<file path="config.mk">
export PLATFORM = sky130hd
export DESIGN_NAME = eth_tx_arbiter
export DESIGN_NICKNAME = d
export VERILOG_FILES = /design/src/rtl/eth_stack_pkg.sv /design/src/rtl/axis_skid_buffer.sv /design/src/rtl/eth_tx_arbiter.sv
export SDC_FILE = /design/constraint.sdc
export NUM_CORES = 1
export LEC_CHECK = 0
export ABC_AREA = 1
export CORE_MARGIN = 3
export CORE_UTILIZATION = 45
export DETAILED_ROUTE_END_ITERATION = 8
export GPL_ROUTABILITY_DRIVEN = 0
export HOLD_SLACK_MARGIN = 0.06
export PLACE_DENSITY_LB_ADDON = 0.15
export SLEW_MARGIN = 40
export SYNTH_ARGS = -nofsm -noshare
export SYNTH_HDL_FRONTEND = slang
export SYNTH_HIERARCHICAL = 1
export SYNTH_SLANG_ARGS = --single-unit
</file>
<file path="constraint.sdc">
create_clock -name tx_axis_aclk -period 10.7 [get_ports tx_axis_aclk]
set_input_delay 3.21 -clock tx_axis_aclk [delete_from_list [all_inputs] [get_ports tx_axis_aclk]]
set_output_delay 3.21 -clock tx_axis_aclk [all_outputs]
set_load 0.01 [all_outputs]
</file>
<file path="src/rtl/eth_stack_pkg.sv">
// Shared definitions for the Ethernet stack TX path: state encoding,
// grant bit positions and the default stream width.
package eth_stack_pkg;

  localparam int DATA_W_DEF = 64;

  localparam logic [1:0] ST_IDLE      = 2'd0;
  localparam logic [1:0] ST_SEND_ARP  = 2'd1;
  localparam logic [1:0] ST_SEND_ICMP = 2'd2;
  localparam logic [1:0] ST_SEND_UDP  = 2'd3;

  typedef enum logic [1:0] {
    IDLE      = ST_IDLE,
    SEND_ARP  = ST_SEND_ARP,
    SEND_ICMP = ST_SEND_ICMP,
    SEND_UDP  = ST_SEND_UDP
  } arb_state_e;

  localparam int GNT_ARP  = 0;
  localparam int GNT_ICMP = 1;
  localparam int GNT_UDP  = 2;

  function automatic logic [2:0] grant_of(input arb_state_e st);
    logic [2:0] g;
    g = '0;
    case (st)
      SEND_ARP:  g[GNT_ARP]  = 1'b1;
      SEND_ICMP: g[GNT_ICMP] = 1'b1;
      SEND_UDP:  g[GNT_UDP]  = 1'b1;
      default:   g = '0;
    endcase
    return g;
  endfunction

endpackage

</file>
<file path="src/rtl/axis_skid_buffer.sv">
// Two-entry AXI-Stream skid buffer. Output and input-side ready are both
// registered, so no combinational path runs from m_tready to s_tready.
module axis_skid_buffer #(
  parameter int DATA_W = 64
) (
  input  logic                  clk,
  input  logic                  rst,
  input  logic [DATA_W-1:0]     s_tdata,
  input  logic [DATA_W/8-1:0]   s_tkeep,
  input  logic                  s_tvalid,
  input  logic                  s_tlast,
  output logic                  s_tready,
  output logic [DATA_W-1:0]     m_tdata,
  output logic [DATA_W/8-1:0]   m_tkeep,
  output logic                  m_tvalid,
  output logic                  m_tlast,
  input  logic                  m_tready
);

  localparam int BEAT_W = DATA_W + DATA_W/8 + 1;

  logic [BEAT_W-1:0] skid_q;
  logic              skid_valid;
  logic              in_fire;

  assign in_fire = s_tvalid & s_tready;

  // Output register refills from the skid entry first, then from the input;
  // the skid entry only catches a beat that arrives while the output stalls.
  always_ff @(posedge clk or posedge rst) begin
    if (rst) begin
      m_tdata    <= '0;
      m_tkeep    <= '0;
      m_tlast    <= 1'b0;
      m_tvalid   <= 1'b0;
      skid_q     <= '0;
      skid_valid <= 1'b0;
      s_tready   <= 1'b0;
    end else if (!m_tvalid || m_tready) begin
      if (skid_valid) begin
        {m_tdata, m_tkeep, m_tlast} <= skid_q;
        m_tvalid   <= 1'b1;
        skid_valid <= 1'b0;
      end else begin
        m_tvalid <= in_fire;
        if (in_fire) begin
          {m_tdata, m_tkeep, m_tlast} <= {s_tdata, s_tkeep, s_tlast};
        end
      end
      s_tready <= 1'b1;
    end else if (in_fire) begin
      skid_q     <= {s_tdata, s_tkeep, s_tlast};
      skid_valid <= 1'b1;
      s_tready   <= 1'b0;
    end else begin
      s_tready <= !skid_valid;
    end
  end

endmodule

</file>
<file path="src/rtl/eth_tx_arbiter.sv">
// Frame-level arbiter for the MAC TX stream: ARP > ICMP > UDP, with a
// starvation guard that forces a UDP grant after STARVE_LIMIT consecutive
// higher-priority frames while UDP waits. Grants never change mid-frame.
module eth_tx_arbiter
  import eth_stack_pkg::*;
#(
  parameter int DATA_W       = DATA_W_DEF,
  parameter int STARVE_LIMIT = 4,
  parameter int CNT_W        = 16
) (
  input  logic                tx_axis_aclk,
  input  logic                tx_axis_areset,
  input  logic                udp_enable,
  input  logic [DATA_W-1:0]   arp_tx_axis_tdata,
  input  logic [DATA_W/8-1:0] arp_tx_axis_tkeep,
  input  logic                arp_tx_axis_tvalid,
  input  logic                arp_tx_axis_tlast,
  output logic                arp_tx_axis_tready,
  input  logic [DATA_W-1:0]   icmp_tx_axis_tdata,
  input  logic [DATA_W/8-1:0] icmp_tx_axis_tkeep,
  input  logic                icmp_tx_axis_tvalid,
  input  logic                icmp_tx_axis_tlast,
  output logic                icmp_tx_axis_tready,
  input  logic [DATA_W-1:0]   udp_tx_axis_tdata,
  input  logic [DATA_W/8-1:0] udp_tx_axis_tkeep,
  input  logic                udp_tx_axis_tvalid,
  input  logic                udp_tx_axis_tlast,
  output logic                udp_tx_axis_tready,
  output logic [DATA_W-1:0]   mac_tx_axis_tdata,
  output logic [DATA_W/8-1:0] mac_tx_axis_tkeep,
  output logic                mac_tx_axis_tvalid,
  output logic                mac_tx_axis_tlast,
  input  logic                mac_tx_axis_tready,
  output logic [2:0]          grant,
  output logic [CNT_W-1:0]    arp_frame_cnt,
  output logic [CNT_W-1:0]    icmp_frame_cnt,
  output logic [CNT_W-1:0]    udp_frame_cnt
);

  localparam int KEEP_W   = DATA_W / 8;
  localparam int STARVE_W = $clog2(STARVE_LIMIT + 1);
  localparam logic [STARVE_W-1:0] STARVE_MAX = STARVE_W'(STARVE_LIMIT);

  arb_state_e          state_q, state_d;
  logic [STARVE_W-1:0] starve_q;
  logic                buf_ready;
  logic [DATA_W-1:0]   sel_tdata;
  logic [KEEP_W-1:0]   sel_tkeep;
  logic                sel_tvalid, sel_tlast;
  logic                beat_fire, frame_done, udp_eligible;

  assign udp_eligible = udp_tx_axis_tvalid & udp_enable;
  assign grant        = grant_of(state_q);

  assign arp_tx_axis_tready  = (state_q == SEND_ARP)  & buf_ready;
  assign icmp_tx_axis_tready = (state_q == SEND_ICMP) & buf_ready;
  assign udp_tx_axis_tready  = (state_q == SEND_UDP)  & buf_ready;

  assign beat_fire  = sel_tvalid & buf_ready;
  assign frame_done = beat_fire & sel_tlast;

  // Route the granted source toward the output buffer; nothing while idle.
  always_comb begin
    sel_tdata  = '0;
    sel_tkeep  = '0;
    sel_tvalid = 1'b0;
    sel_tlast  = 1'b0;
    case (state_q)
      SEND_ARP: begin
        sel_tdata  = arp_tx_axis_tdata;
        sel_tkeep  = arp_tx_axis_tkeep;
        sel_tvalid = arp_tx_axis_tvalid;
        sel_tlast  = arp_tx_axis_tlast;
      end
      SEND_ICMP: begin
        sel_tdata  = icmp_tx_axis_tdata;
        sel_tkeep  = icmp_tx_axis_tkeep;
        sel_tvalid = icmp_tx_axis_tvalid;
        sel_tlast  = icmp_tx_axis_tlast;
      end
      SEND_UDP: begin
        sel_tdata  = udp_tx_axis_tdata;
        sel_tkeep  = udp_tx_axis_tkeep;
        sel_tvalid = udp_tx_axis_tvalid;
        sel_tlast  = udp_tx_axis_tlast;
      end
      default: ;
    endcase
  end

  // Arbitrate only in IDLE; a granted source keeps the port until its tlast.
  always_comb begin
    state_d = state_q;
    case (state_q)
      IDLE: begin
        if ((starve_q == STARVE_MAX) && udp_eligible) state_d = SEND_UDP;
        else if (arp_tx_axis_tvalid)                  state_d = SEND_ARP;
        else if (icmp_tx_axis_tvalid)                 state_d = SEND_ICMP;
        else if (udp_eligible)                        state_d = SEND_UDP;
      end
      default: if (frame_done) state_d = IDLE;
    endcase
  end

  // State register.
  always_ff @(posedge tx_axis_aclk or posedge tx_axis_areset) begin
    if (tx_axis_areset) state_q <= IDLE;
    else                state_q <= state_d;
  end

  // Per-source frame counters and the UDP starvation counter, both
  // updated when a frame's last beat is accepted.
  always_ff @(posedge tx_axis_aclk or posedge tx_axis_areset) begin
    if (tx_axis_areset) begin
      arp_frame_cnt  <= '0;
      icmp_frame_cnt <= '0;
      udp_frame_cnt  <= '0;
      starve_q       <= '0;
    end else if (frame_done) begin
      case (state_q)
        SEND_ARP:  arp_frame_cnt  <= arp_frame_cnt + 1'b1;
        SEND_ICMP: icmp_frame_cnt <= icmp_frame_cnt + 1'b1;
        SEND_UDP:  udp_frame_cnt  <= udp_frame_cnt + 1'b1;
        default: ;
      endcase
      if (state_q == SEND_UDP)          starve_q <= '0;
      else if (!udp_eligible)           starve_q <= '0;
      else if (starve_q != STARVE_MAX)  starve_q <= starve_q + 1'b1;
    end
  end

  axis_skid_buffer #(.DATA_W(DATA_W)) u_skid (
    .clk      (tx_axis_aclk),
    .rst      (tx_axis_areset),
    .s_tdata  (sel_tdata),
    .s_tkeep  (sel_tkeep),
    .s_tvalid (sel_tvalid),
    .s_tlast  (sel_tlast),
    .s_tready (buf_ready),
    .m_tdata  (mac_tx_axis_tdata),
    .m_tkeep  (mac_tx_axis_tkeep),
    .m_tvalid (mac_tx_axis_tvalid),
    .m_tlast  (mac_tx_axis_tlast),
    .m_tready (mac_tx_axis_tready)
  );

endmodule

</file>
==> PnR_summary.wiki, run 1 <==
{| class="wikitable"
! Metric !! Value
|-
| Run status || finished clean
|-
| Sequential area share after synthesis || 44.7%
|-
| Clk root buf || sky130_fd_sc_hd__clkbuf_16
|-
| Class of the tightest hold or removal check || flip-flop to flip-flop
|-
| Initial antenna violation count || 0
|-
| Number of buffers added to fix hold violations after cts || 0
|-
| Setup Viol. Count Final || 0
|-
| Average size of a mapped cell || 6.89 µm²
|-
| Clock network latency to the later pin of the worst-skew pair || 0.50 ns
|-
| Initial core utilization || 46.1%
|-
| Count of warnings emitted by yosys || 6
|-
| Leakage power || 7.85 nW
|-
| Routed len/inst || 15.3 µm
|-
| Most common flop cell mapped by yosys || sky130_fd_sc_hd__dfrtp_1
|-
| DP Worst Slack || 4.96 ns
|-
| Total clock buffers created by CTS || 23
|-
| Detailed router's first-iteration violation count || 682
|-
| Number of vias after detailed routing || 11400
|-
| Global-route wire length before repair || 54200 µm
|-
| Synthesized flop and latch total || 202
|-
| Std cell rows || 57
|-
| Maximum frequency from static timing analysis || 183 MHz
|-
| Count of nets after finishing || 2175
|-
| TritonCTS Sinks || 202
|-
| Number of gates given a new drive strength after cts || 0
|-
| Cell area power density || 252 nW/µm²
|-
| Maximum number of pins on one net before global-route repair || 98
|-
| Worst setup path class || flip-flop to output port
|-
| Fraction of the cycle the final worst path needs || 51.1%
|-
| Via/cell ratio || 4.99
|-
| Cells on Worst Hold Path || 2
|-
| Endpoint type of the worst setup path || output port
|-
| Count of distinct cell types in the synthesized netlist || 33
|-
| Die Span Y || 165 µm
|-
| Detailed-placement wirelength estimate || 23200 µm
|-
| Count of TritonRoute iterations in the first routing pass || 5
|-
| Residual overflow from global routing || 0
|-
| Via count of the first global-routing pass || 10700
|-
| Worst path required time || 7.49 ns
|-
| Final sum of negative setup slack || 0 ns
|-
| Maxcap violations || 0
|-
| H-Tree Level Count || 1
|-
| Final Skew || 0.0105 ns
|-
| Worst Hold Margin || 0.469 ns
|-
| Post-synthesis cell area || 11300 µm²
|-
| Synthesized Nets || 1873
|-
| Global-route usage over all layers || 24.8%
|-
| Worst vdd rail ir drop || 141 µV
|-
| Post-CTS Setup Inserts || 0
|-
| CORE AREA || 24500 µm²
|-
| TritonCTS clock tree || yes
|-
| Smallest setup slack after layout || 5.24 ns
|-
| Boundary Pins || 354
|-
| Max-slew headroom at the worst pin || 45.4%
|-
| Hold Fails Final Rpt || 0
|-
| Number of cells traversed by the worst register-to-register path || 5
|-
| Share of flip-flops with an asynchronous set or reset || 100%
|-
| Worst Max-Slew Pin Slew || 0.819 ns
|-
| Period minus WS final || 5.46 ns
|-
| Kind of start point of the critical path || flip-flop
|-
| Number of remaining DRC errors || 0
|-
| Highest fanout seen on the critical path || 32
|-
| Count of port buffers added during placement || 353
|-
| Number of synthesized flops with an enable pin || 0
|-
| Sum of routed wire length over all layers || 34900 µm
|-
| Proportion of layout cells with a drive suffix above 1 || 3.73%
|-
| Fraction of synthesized cell area taken by the top area cell type || 44.7%
|-
| Count of filler cells inserted in the layout || 2206
|-
| Synth area leader || sky130_fd_sc_hd__dfrtp_1
|-
| Number of buffers on the longest clock path || 3
|-
| Count of mapped cells out of synthesis || 1642
|-
| Area added between synthesis and finish || 38.8%
|-
| Horizontal die dimension || 165 µm
|-
| PnR Total Power || 3.95 mW
|-
| Setup repair after global routing missed its margin || false
|-
| Reg clk slew, reported paths || 0.06 ns
|-
| Slew Viols, Final || 0
|-
| Count of nets left with antenna violations after detail routing || 0
|-
| Biggest area contributors in the synthesized netlist || sky130_fd_sc_hd__dfrtp_1 (45%), sky130_fd_sc_hd__nand2_1 (33%), sky130_fd_sc_hd__nand3_1 (7.7%)
|-
| Total die area || 27100 µm²
|-
| Crit path arrival time || 2.25 ns
|}
[registers in the layout, indices dropped and copies added (netlist names), 2 cells and up]
signal,count
icmp_frame_cnt,16
arp_frame_cnt,16
u_skid/m_tkeep,8
starve_q,3
udp_frame_cnt,16
state_q,2
u_skid/skid_q,73
u_skid/m_tdata,64
[synth_stat cells, types with 2 or more instances]
library cell               count
sky130_fd_sc_hd__inv_1        55
sky130_fd_sc_hd__nor2_1       39
sky130_fd_sc_hd__buf_8         2
sky130_fd_sc_hd__buf_4         9
sky130_fd_sc_hd__nand2_1     983
sky130_fd_sc_hd__xor2_1       21
sky130_fd_sc_hd__buf_6        17
sky130_fd_sc_hd__buf_2        41
sky130_fd_sc_hd__o21ai_1       6
sky130_fd_sc_hd__xnor2_1      10
sky130_fd_sc_hd__o21ai_0      23
sky130_fd_sc_hd__nor2_4        2
sky130_fd_sc_hd__nand3_1     174
sky130_fd_sc_hd__nor3_1        4
sky130_fd_sc_hd__buf_1         2
sky130_fd_sc_hd__inv_2         2
sky130_fd_sc_hd__nand3b_1      3
sky130_fd_sc_hd__nor2_8        2
sky130_fd_sc_hd__ha_1          5
sky130_fd_sc_hd__nand2_2       2
sky130_fd_sc_hd__clkbuf_1     16
sky130_fd_sc_hd__nand4_1      11
sky130_fd_sc_hd__dfrtp_1     202
sky130_fd_sc_hd__nand3_4       2
[cell type report]
cell class	instances	area, µm²	share of cell area (%)
multi-input cells	1295	5540	35.3
flip-flops and latches	202	5060	32.2
repair buffers	364	3630	23.2
clock buffers	32	679	4.33
well taps	324	405	2.58
inverters	58	228	1.45
clock inverters	8	145	0.925
diodes	1	2.50	0.0159
[final timing paths]
path / startpoint / slack (ns) / to
min reg2reg: u_skid/skid_q[60] / 0.47 / u_skid/skid_q[60]
max: state_q[0] / 5.24 / grant[0]
min in group asynchronous: tx_axis_areset / 3.24 / arp_frame_cnt[4]
max in group asynchronous: tx_axis_areset / 6.24 / u_skid/skid_valid
max reg2reg: state_q[0] / 7.92 / udp_frame_cnt[2]
min: u_skid/skid_q[60] / 0.47 / u_skid/skid_q[60]
[metrics by stage]
| stage | utilization [%] | area (µm²) | instances |
|---|---|---|---|
| after floorplan | - | 11300 | 1642 |
| after global placement | 60.4 | 14800 | 2242 |
| after detailed placement | 60.5 | 14800 | 2243 |
| after CTS | 63.9 | 15700 | 2283 |
| after global routing | 63.9 | 15700 | 2283 |
| final | 64.0 | 15700 | 2284 |
[power by group]
part | internal, mW | total (mW) | switching (mW)
clock | 0.537 | 0.855 | 0.318
sequential | 1.07 | 1.28 | 0.210
combinational | 0.711 | 1.81 | 1.10
total | 2.32 | 3.95 | 1.63
[metal layers]
layer / global-route usage, % / routed length (µm) / vias to the layer above
li1: - / - / 5686
met1: 31.3 / 14400 / 5268
met2: 42.3 / 16700 / 379
met3: 5.59 / 2770 / 55
met4: 7.89 / 962 / 0
met5: 0 / 0 / -
[worst max-delay path, stage by stage, from the launching register on]
cell,delay [ns]
sky130_fd_sc_hd__dfrtp_1,0.56
sky130_fd_sc_hd__inv_4,0.08
sky130_fd_sc_hd__nor2_4,0.09
sky130_fd_sc_hd__buf_4,0.38
sky130_fd_sc_hd__clkdlybuf4s50_1,0.62
[logic make-up after synthesis]
family / Yosys count / share of synthesized area, %
compound gates: 33 / 1.53
buf+inv: 145 / 6.92
fa+ha+maj: 5 / 0.553
simple gates: 1226 / 43.9
xor+xnor: 31 / 2.40
flops: 202 / 44.7
[placed cells by master (no fill, tap or decap), types with 11 or more instances in the layout]
cell / Yosys / final
sky130_fd_sc_hd__nand2_1: 983 / 981
sky130_fd_sc_hd__clkdlybuf4s50_1: 0 / 353
sky130_fd_sc_hd__dfrtp_1: 202 / 201
sky130_fd_sc_hd__nand3_1: 174 / 174
sky130_fd_sc_hd__inv_1: 55 / 51
sky130_fd_sc_hd__nor2_1: 39 / 37
sky130_fd_sc_hd__o21ai_0: 23 / 23
sky130_fd_sc_hd__clkbuf_16: 0 / 23
sky130_fd_sc_hd__xor2_1: 21 / 21
sky130_fd_sc_hd__nand4_1: 11 / 11
(Power assumes the default switching activity.)
==> run 2: changes to the inputs <==
clock period = 5.35 ns   (was 10.7 ns; I/O delays follow)
==> run 2 against run 1 <==
  * Flip-flop and latch count is the same
  * Sequential power increased by 99%
  * Count of clock-buffer cells in the layout unchanged
  * Critical path depth increased by 1
  * Final cell count grew 0.31%
  * Largest cell class unchanged
==> PnR_summary.wiki, run 2 (synthesized netlist as in run 1, its figures left out) <==
{| class="wikitable"
! Metric !! Value
|-
| Maximum number of pins on one net before global-route repair || 150
|-
| Slew Viols, Final || 0
|-
| Startpoint of the worst register-to-register path || state_q[0]
|-
| Biggest register || u_skid/skid_q
|-
| Final Skew || 0.00662 ns
|-
| Worst Hold Margin || 0.470 ns
|-
| Critical path depth || 5
|-
| Number of buffers added to fix hold violations after cts || 0
|-
| Series of cell instances along the critical path || inv_2 -> nor2_4 -> inv_1 -> nor2_1 -> clkdlybuf4s50_1
|-
| Max-slew headroom at the worst pin || 43.3%
|-
| Relative contribution of sequential cells to total power || 32.2%
|-
| Run status || finished clean
|-
| Boundary Pins || 354
|-
| Total clock buffers created by CTS || 24
|-
| Detailed-placement wirelength estimate || 23400 µm
|-
| Clk root buf || sky130_fd_sc_hd__clkbuf_16
|-
| Worst setup path class || flip-flop to output port
|-
| Master of the slowest instance on the critical path || sky130_fd_sc_hd__nor2_4
|-
| Worst path top cell family by delay || buffers and inverters
|-
| Total buffers and inverters traversed by the critical path || 3
|-
| Global-route usage over all layers || 25.1%
|-
| Via/cell ratio || 5.01
|-
| CORE AREA || 24500 µm²
|-
| Global-route wire length before repair || 55200 µm
|-
| Count of port buffers added during placement || 353
|-
| Number of gates given a new drive strength after cts || 0
|-
| Proportion of power drawn by the clock network || 21.3%
|-
| Initial core utilization || 46.1%
|-
| Maxcap violations || 0
|-
| Worst vdd rail ir drop || 282 µV
|-
| Clock network latency to the later pin of the worst-skew pair || 0.50 ns
|-
| Leading cell type in the layout, fill and taps excluded || sky130_fd_sc_hd__nand2_1
|-
| Fraction of the cycle the final worst path needs || 81.0%
|-
| Setup repair after global routing missed its margin || false
|-
| Highest cell delay on the worst timing path || 0.63 ns
|-
| Commonest cells after routing, fill and taps aside || sky130_fd_sc_hd__nand2_1 (981), sky130_fd_sc_hd__clkdlybuf4s50_1 (353), sky130_fd_sc_hd__dfrtp_1 (201)
|-
| H-Tree Level Count || 1
|-
| TritonCTS clock tree || yes
|-
| Highest fanout seen on the critical path || 28
|-
| Crit path arrival time || 2.73 ns
|-
| Leakage power || 7.88 nW
|-
| Count of nets after finishing || 2180
|-
| Count of nets left with antenna violations after detail routing || 0
|-
| Number of buffers on the longest clock path || 3
|-
| Switching power || 3.29 mW
|-
| Routed len/inst || 15.3 µm
|-
| Smallest setup slack after layout || 1.02 ns
|-
| Setup Viol. Count Final || 0
|-
| Switching part of the total || 41.6%
|-
| Final sum of negative setup slack || 0 ns
|-
| Std cell rows || 57
|-
| Cells on Worst Hold Path || 2
|-
| Maximum frequency from static timing analysis || 231 MHz
|-
| Min-Delay Startpoint || u_skid/skid_q[63]
|-
| Initial antenna violation count || 0
|-
| Endpoint type of the worst setup path || output port
|-
| TritonCTS Sinks || 202
|-
| Residual overflow from global routing || 0
|-
| Post-Route Utilization || 64.2%
|-
| Worst Max-Slew Pin Slew || 0.851 ns
|-
| Count of TritonRoute iterations in the first routing pass || 6
|-
| Worst path required time || 3.74 ns
|-
| Ant diodes || 0
|-
| PnR Total Power || 7.92 mW
|-
| Internal power || 4.63 mW
|-
| DP Worst Slack || 1.52 ns
|-
| Largest register FFs || 73
|-
| Number of vias after detailed routing || 11500
|-
| Class of the tightest hold or removal check || flip-flop to flip-flop
|-
| Post-CTS Setup Inserts || 0
|-
| Logic gate share of total power || 46.5%
|-
| Number of remaining DRC errors || 0
|-
| Largest registers || u_skid/skid_q (73), u_skid/m_tdata (64)
|-
| Reg clk slew, reported paths || 0.06 ns
|-
| Via count of the first global-routing pass || 10900
|-
| Proportion of layout cells with a drive suffix above 1 || 4.02%
|-
| Number of cells traversed by the worst register-to-register path || 5
|-
| Total die area || 27100 µm²
|-
| Hold Fails Final Rpt || 0
|-
| Horizontal die dimension || 165 µm
|-
| Detailed router's first-iteration violation count || 650
|-
| Area added between synthesis and finish || 39.3%
|-
| Cell area power density || 503 nW/µm²
|-
| Period minus WS final || 4.33 ns
|-
| Sum of routed wire length over all layers || 35100 µm
|-
| CP Launch Point || state_q[1]
|-
| Die Span Y || 165 µm
|-
| Kind of start point of the critical path || flip-flop
|}
## run 2: changes by cell type in the layout (fill, tap and decap cells not counted), sizes merged
cell / previous run / this run
buf: 11 / 15
bufinv: 4 / 3
clkinv: 2 / 6
clkinvlp: 2 / 3
diode: 1 / 0
## run 2: routing by layer
metal / up-vias / share of wire [%] / track usage, %
met5: - / 0 / 0
met2: 370 / 49 / 43.9
met4: 0 / 2.4 / 6.02
li1: 5691 / - / -
met3: 48 / 8.0 / 5.89
met1: 5367 / 40 / 31.5
## run 2: worst min-delay path, cell delays in order (launching register included)
cell	delay, ns
sky130_fd_sc_hd__dfrtp_1	0.34
sky130_fd_sc_hd__nand2_1	0.05
sky130_fd_sc_hd__nand2_1	0.04
## run 2: layout make-up
class                      count  area [µm²]
clock buffer                  32         682
clock inverter                12         148
fill                        2187        8790
inverter                      58         224
multi-input combinational   1295        5510
sequential                   202        5060
tap                          324         405
timing repair buffer         368        3720
## run 2: path summary, 6_finish.rpt
path | end | slack [ns]
setup / recovery | icmp_tx_axis_tready | 1.02
setup reg to reg | udp_frame_cnt[2] | 2.67
hold reg to reg | u_skid/skid_q[63] | 0.47
min in group asynchronous | arp_frame_cnt[9] | 1.50
hold / removal | u_skid/skid_q[63] | 0.47
max in group asynchronous | u_skid/m_tdata[13] | 2.99
## run 2: metrics by stage
step	cell area [µm²]	cells
final	15700	2291
after global routing	15700	2291
after CTS	15700	2289
after detailed placement	14900	2245
after global placement	14900	2245
after floorplan	11300	1642
## run 2: power groups by stage
stage	Sequential, mW	Combinational, mW	Clock (mW)
3_5_place_dp	2.55	3.69	0
3_3_place_gp	2.53	3.61	0
6_report	2.55	3.68	1.69
5_1_grt	2.63	4.12	1.79
4_1_cts	2.54	3.71	1.72
2_1_floorplan	2.60	2.20	0
==> run 3: changes to the inputs <==
CORE_UTILIZATION = 43   (was 45)
clock period = 3.65 ns   (was 5.35 ns; I/O delays follow)
==> run 3 against run 2 <==
  * Total power is 46% higher
  * Sequential power is 47% higher
  * Count of clock-buffer cells in the layout is 6 higher
  * Final cell count is 0.35% higher
  * Register-to-register slack worse by 1.8 ns
  * Worst setup slack worse by 0.81 ns
  * First-iteration DRC count is 15% lower
  * Combinational power is 48% higher
  * Global-route usage is 0.72 points lower
  * Final area is 0.14% higher
  * Hold slack worse by 0.0034 ns
  * Highest routed layer unchanged
==> PnR_summary.wiki, run 3 (synthesized netlist as in run 1, its figures left out) <==
{| class="wikitable"
! Metric !! Value
|-
| Via/cell ratio || 4.94
|-
| Final sum of negative setup slack || 0 ns
|-
| Count of filler cells inserted in the layout || 2340
|-
| Initial antenna violation count || 0
|-
| Number of remaining DRC errors || 0
|-
| Smallest setup slack after layout || 0.204 ns
|-
| Final Cell Area || 15800 µm²
|-
| Total clock buffers created by CTS || 24
|-
| Worst setup path class || flip-flop to output port
|-
| Fraction of the cycle the final worst path needs || 94.4%
|-
| Die Span Y || 168 µm
|-
| DP Worst Slack || 0.608 ns
|-
| Boundary Pins || 354
|-
| Count of nets left with antenna violations after detail routing || 0
|-
| TritonCTS Sinks || 202
|-
| Maxcap violations || 0
|-
| Number of gates given a new drive strength after cts || 0
|-
| Post-CTS Setup Inserts || 0
|-
| Worst path required time || 2.55 ns
|-
| Reg clk slew, reported paths || 0.06 ns
|-
| Horizontal die dimension || 168 µm
|-
| Initial core utilization || 44.3%
|-
| TritonCTS clock tree || yes
|-
| Total buffers and inverters traversed by the critical path || 3
|-
| Via count of the first global-routing pass || 11100
|-
| Class of the tightest hold or removal check || flip-flop to flip-flop
|-
| Count of nets after finishing || 2183
|-
| Commonest cells after routing, fill and taps aside || sky130_fd_sc_hd__nand2_1 (981), sky130_fd_sc_hd__clkdlybuf4s50_1 (353), sky130_fd_sc_hd__dfrtp_1 (201)
|-
| Worst vdd rail ir drop || 538 µV
|-
| Cell area power density || 731 nW/µm²
|-
| Post-DP Area || 15000 µm²
|-
| Series of cell instances along the critical path || inv_2 -> nor2_4 -> inv_1 -> nor2_1 -> clkdlybuf4s50_1
|-
| Number of buffers added to fix hold violations after cts || 0
|-
| Sum of routed wire length over all layers || 35600 µm
|-
| Kind of start point of the critical path || flip-flop
|-
| Worst path top cell family by delay || buffers and inverters
|-
| Largest registers || u_skid/skid_q (73), u_skid/m_tdata (64)
|-
| Number of buffers on the longest clock path || 3
|-
| Biggest register || u_skid/skid_q
|-
| Setup repair after global routing missed its margin || false
|-
| Total die area || 28300 µm²
|-
| Maximum frequency from static timing analysis || 290 MHz
|-
| PnR Total Power || 11.5 mW
|-
| Count of TritonRoute iterations in the first routing pass || 5
|-
| Worst Max-Slew Pin Slew || 0.748 ns
|-
| CORE AREA || 25500 µm²
|-
| Setup Viol. Count Final || 0
|-
| Max-slew headroom at the worst pin || 50.1%
|-
| H-Tree Level Count || 1
|-
| Endpoint type of the worst setup path || output port
|-
| Residual overflow from global routing || 0
|-
| Run status || finished clean
|-
| Count of port buffers added during placement || 353
|-
| Period minus WS final || 3.45 ns
|-
| Number of vias after detailed routing || 11400
|-
| Detailed-placement wirelength estimate || 24000 µm
|-
| Std cell rows || 58
|-
| Master of the slowest instance on the critical path || sky130_fd_sc_hd__clkdlybuf4s50_1
|-
| Routed len/inst || 15.5 µm
|-
| Final Skew || 0.0135 ns
|-
| Detailed router's first-iteration violation count || 555
|-
| Clock network latency to the later pin of the worst-skew pair || 0.51 ns
|-
| Maximum number of pins on one net before global-route repair || 76
|-
| Hold Fails Final Rpt || 0
|-
| Highest fanout seen on the critical path || 16
|-
| Largest register FFs || 73
|-
| Highest cell delay on the worst timing path || 0.55 ns
|-
| Crit path arrival time || 2.35 ns
|-
| Slew Viols, Final || 0
|-
| Clk root buf || sky130_fd_sc_hd__clkbuf_16
|-
| Global-route wire length before repair || 56800 µm
|-
| Leakage power || 7.90 nW
|-
| Ant diodes || 0
|-
| Area added between synthesis and finish || 39.5%
|-
| Global-route usage over all layers || 24.4%
|-
| Leading cell type in the layout, fill and taps excluded || sky130_fd_sc_hd__nand2_1
|-
| Proportion of layout cells with a drive suffix above 1 || 4.06%
|}
-- run 3: per-layer routing --
| layer | GRT usage, % | share of wire (%) |
|---|---|---|
| met1 | 30.7 | 42 |
| met2 | 42.4 | 48 |
| met3 | 4.02 | 6.3 |
| met4 | 8.57 | 3.2 |
| met5 | 0 | 0 |
-- run 3: final timing paths --
kind | startpoint | end | slack, ns | cells after the start
worst max-delay path | state_q[1] | icmp_tx_axis_tready | 0.20 | 5
worst min-delay path | u_skid/skid_q[0] | u_skid/skid_q[0] | 0.47 | 2
worst max register to register | state_q[1] | icmp_frame_cnt[5] | 0.91 | 5
worst min register to register | u_skid/skid_q[0] | u_skid/skid_q[0] | 0.47 | 2
max in group asynchronous | tx_axis_areset | u_skid/m_tdata[0] | 1.83 | 3
min in group asynchronous | tx_axis_areset | udp_frame_cnt[11] | 1.06 | 2
-- run 3: layout make-up --
class	count	area, µm²	share of cell area, %
inverter	58	224	1.42
clock inverter	5	28.8	0.182
tap	330	413	2.62
timing repair buffer	371	3780	24.0
clock buffer	38	754	4.78
multi-input combinational	1295	5510	35.0
sequential	202	5060	32.1
-- run 3: worst reg2reg max path, stage by stage, from the launching register on --
cell and delay (ns):
sky130_fd_sc_hd__dfrtp_1 0.53, sky130_fd_sc_hd__inv_2 0.11, sky130_fd_sc_hd__nor2_4 0.32, sky130_fd_sc_hd__buf_4 0.68, sky130_fd_sc_hd__nand4_1 0.63, sky130_fd_sc_hd__o21ai_0 0.36
-- run 3: per-stage QoR --
| step | cells | util, % | hold WS [ns] |
|---|---|---|---|
| detailed placement | 2255 | 58.6 | 0.458 |
| global route | 2299 | 61.7 | 0.487 |
| CTS | 2298 | 61.6 | 0.471 |
| finish | 2299 | 61.7 | 0.467 |
| floorplan | 1642 | - | 0.442 |
| global placement | 2255 | 58.5 | 0.453 |
-- run 3: power by group --
part | leakage (nW) | switching (mW) | total (mW) | internal, mW
logic | 4.89 | 3.27 | 5.45 | 2.18
registers | 2.62 | 0.608 | 3.74 | 3.13
clock network | 0.392 | 0.924 | 2.34 | 1.41
total | 7.90 | 4.80 | 11.5 | 6.72
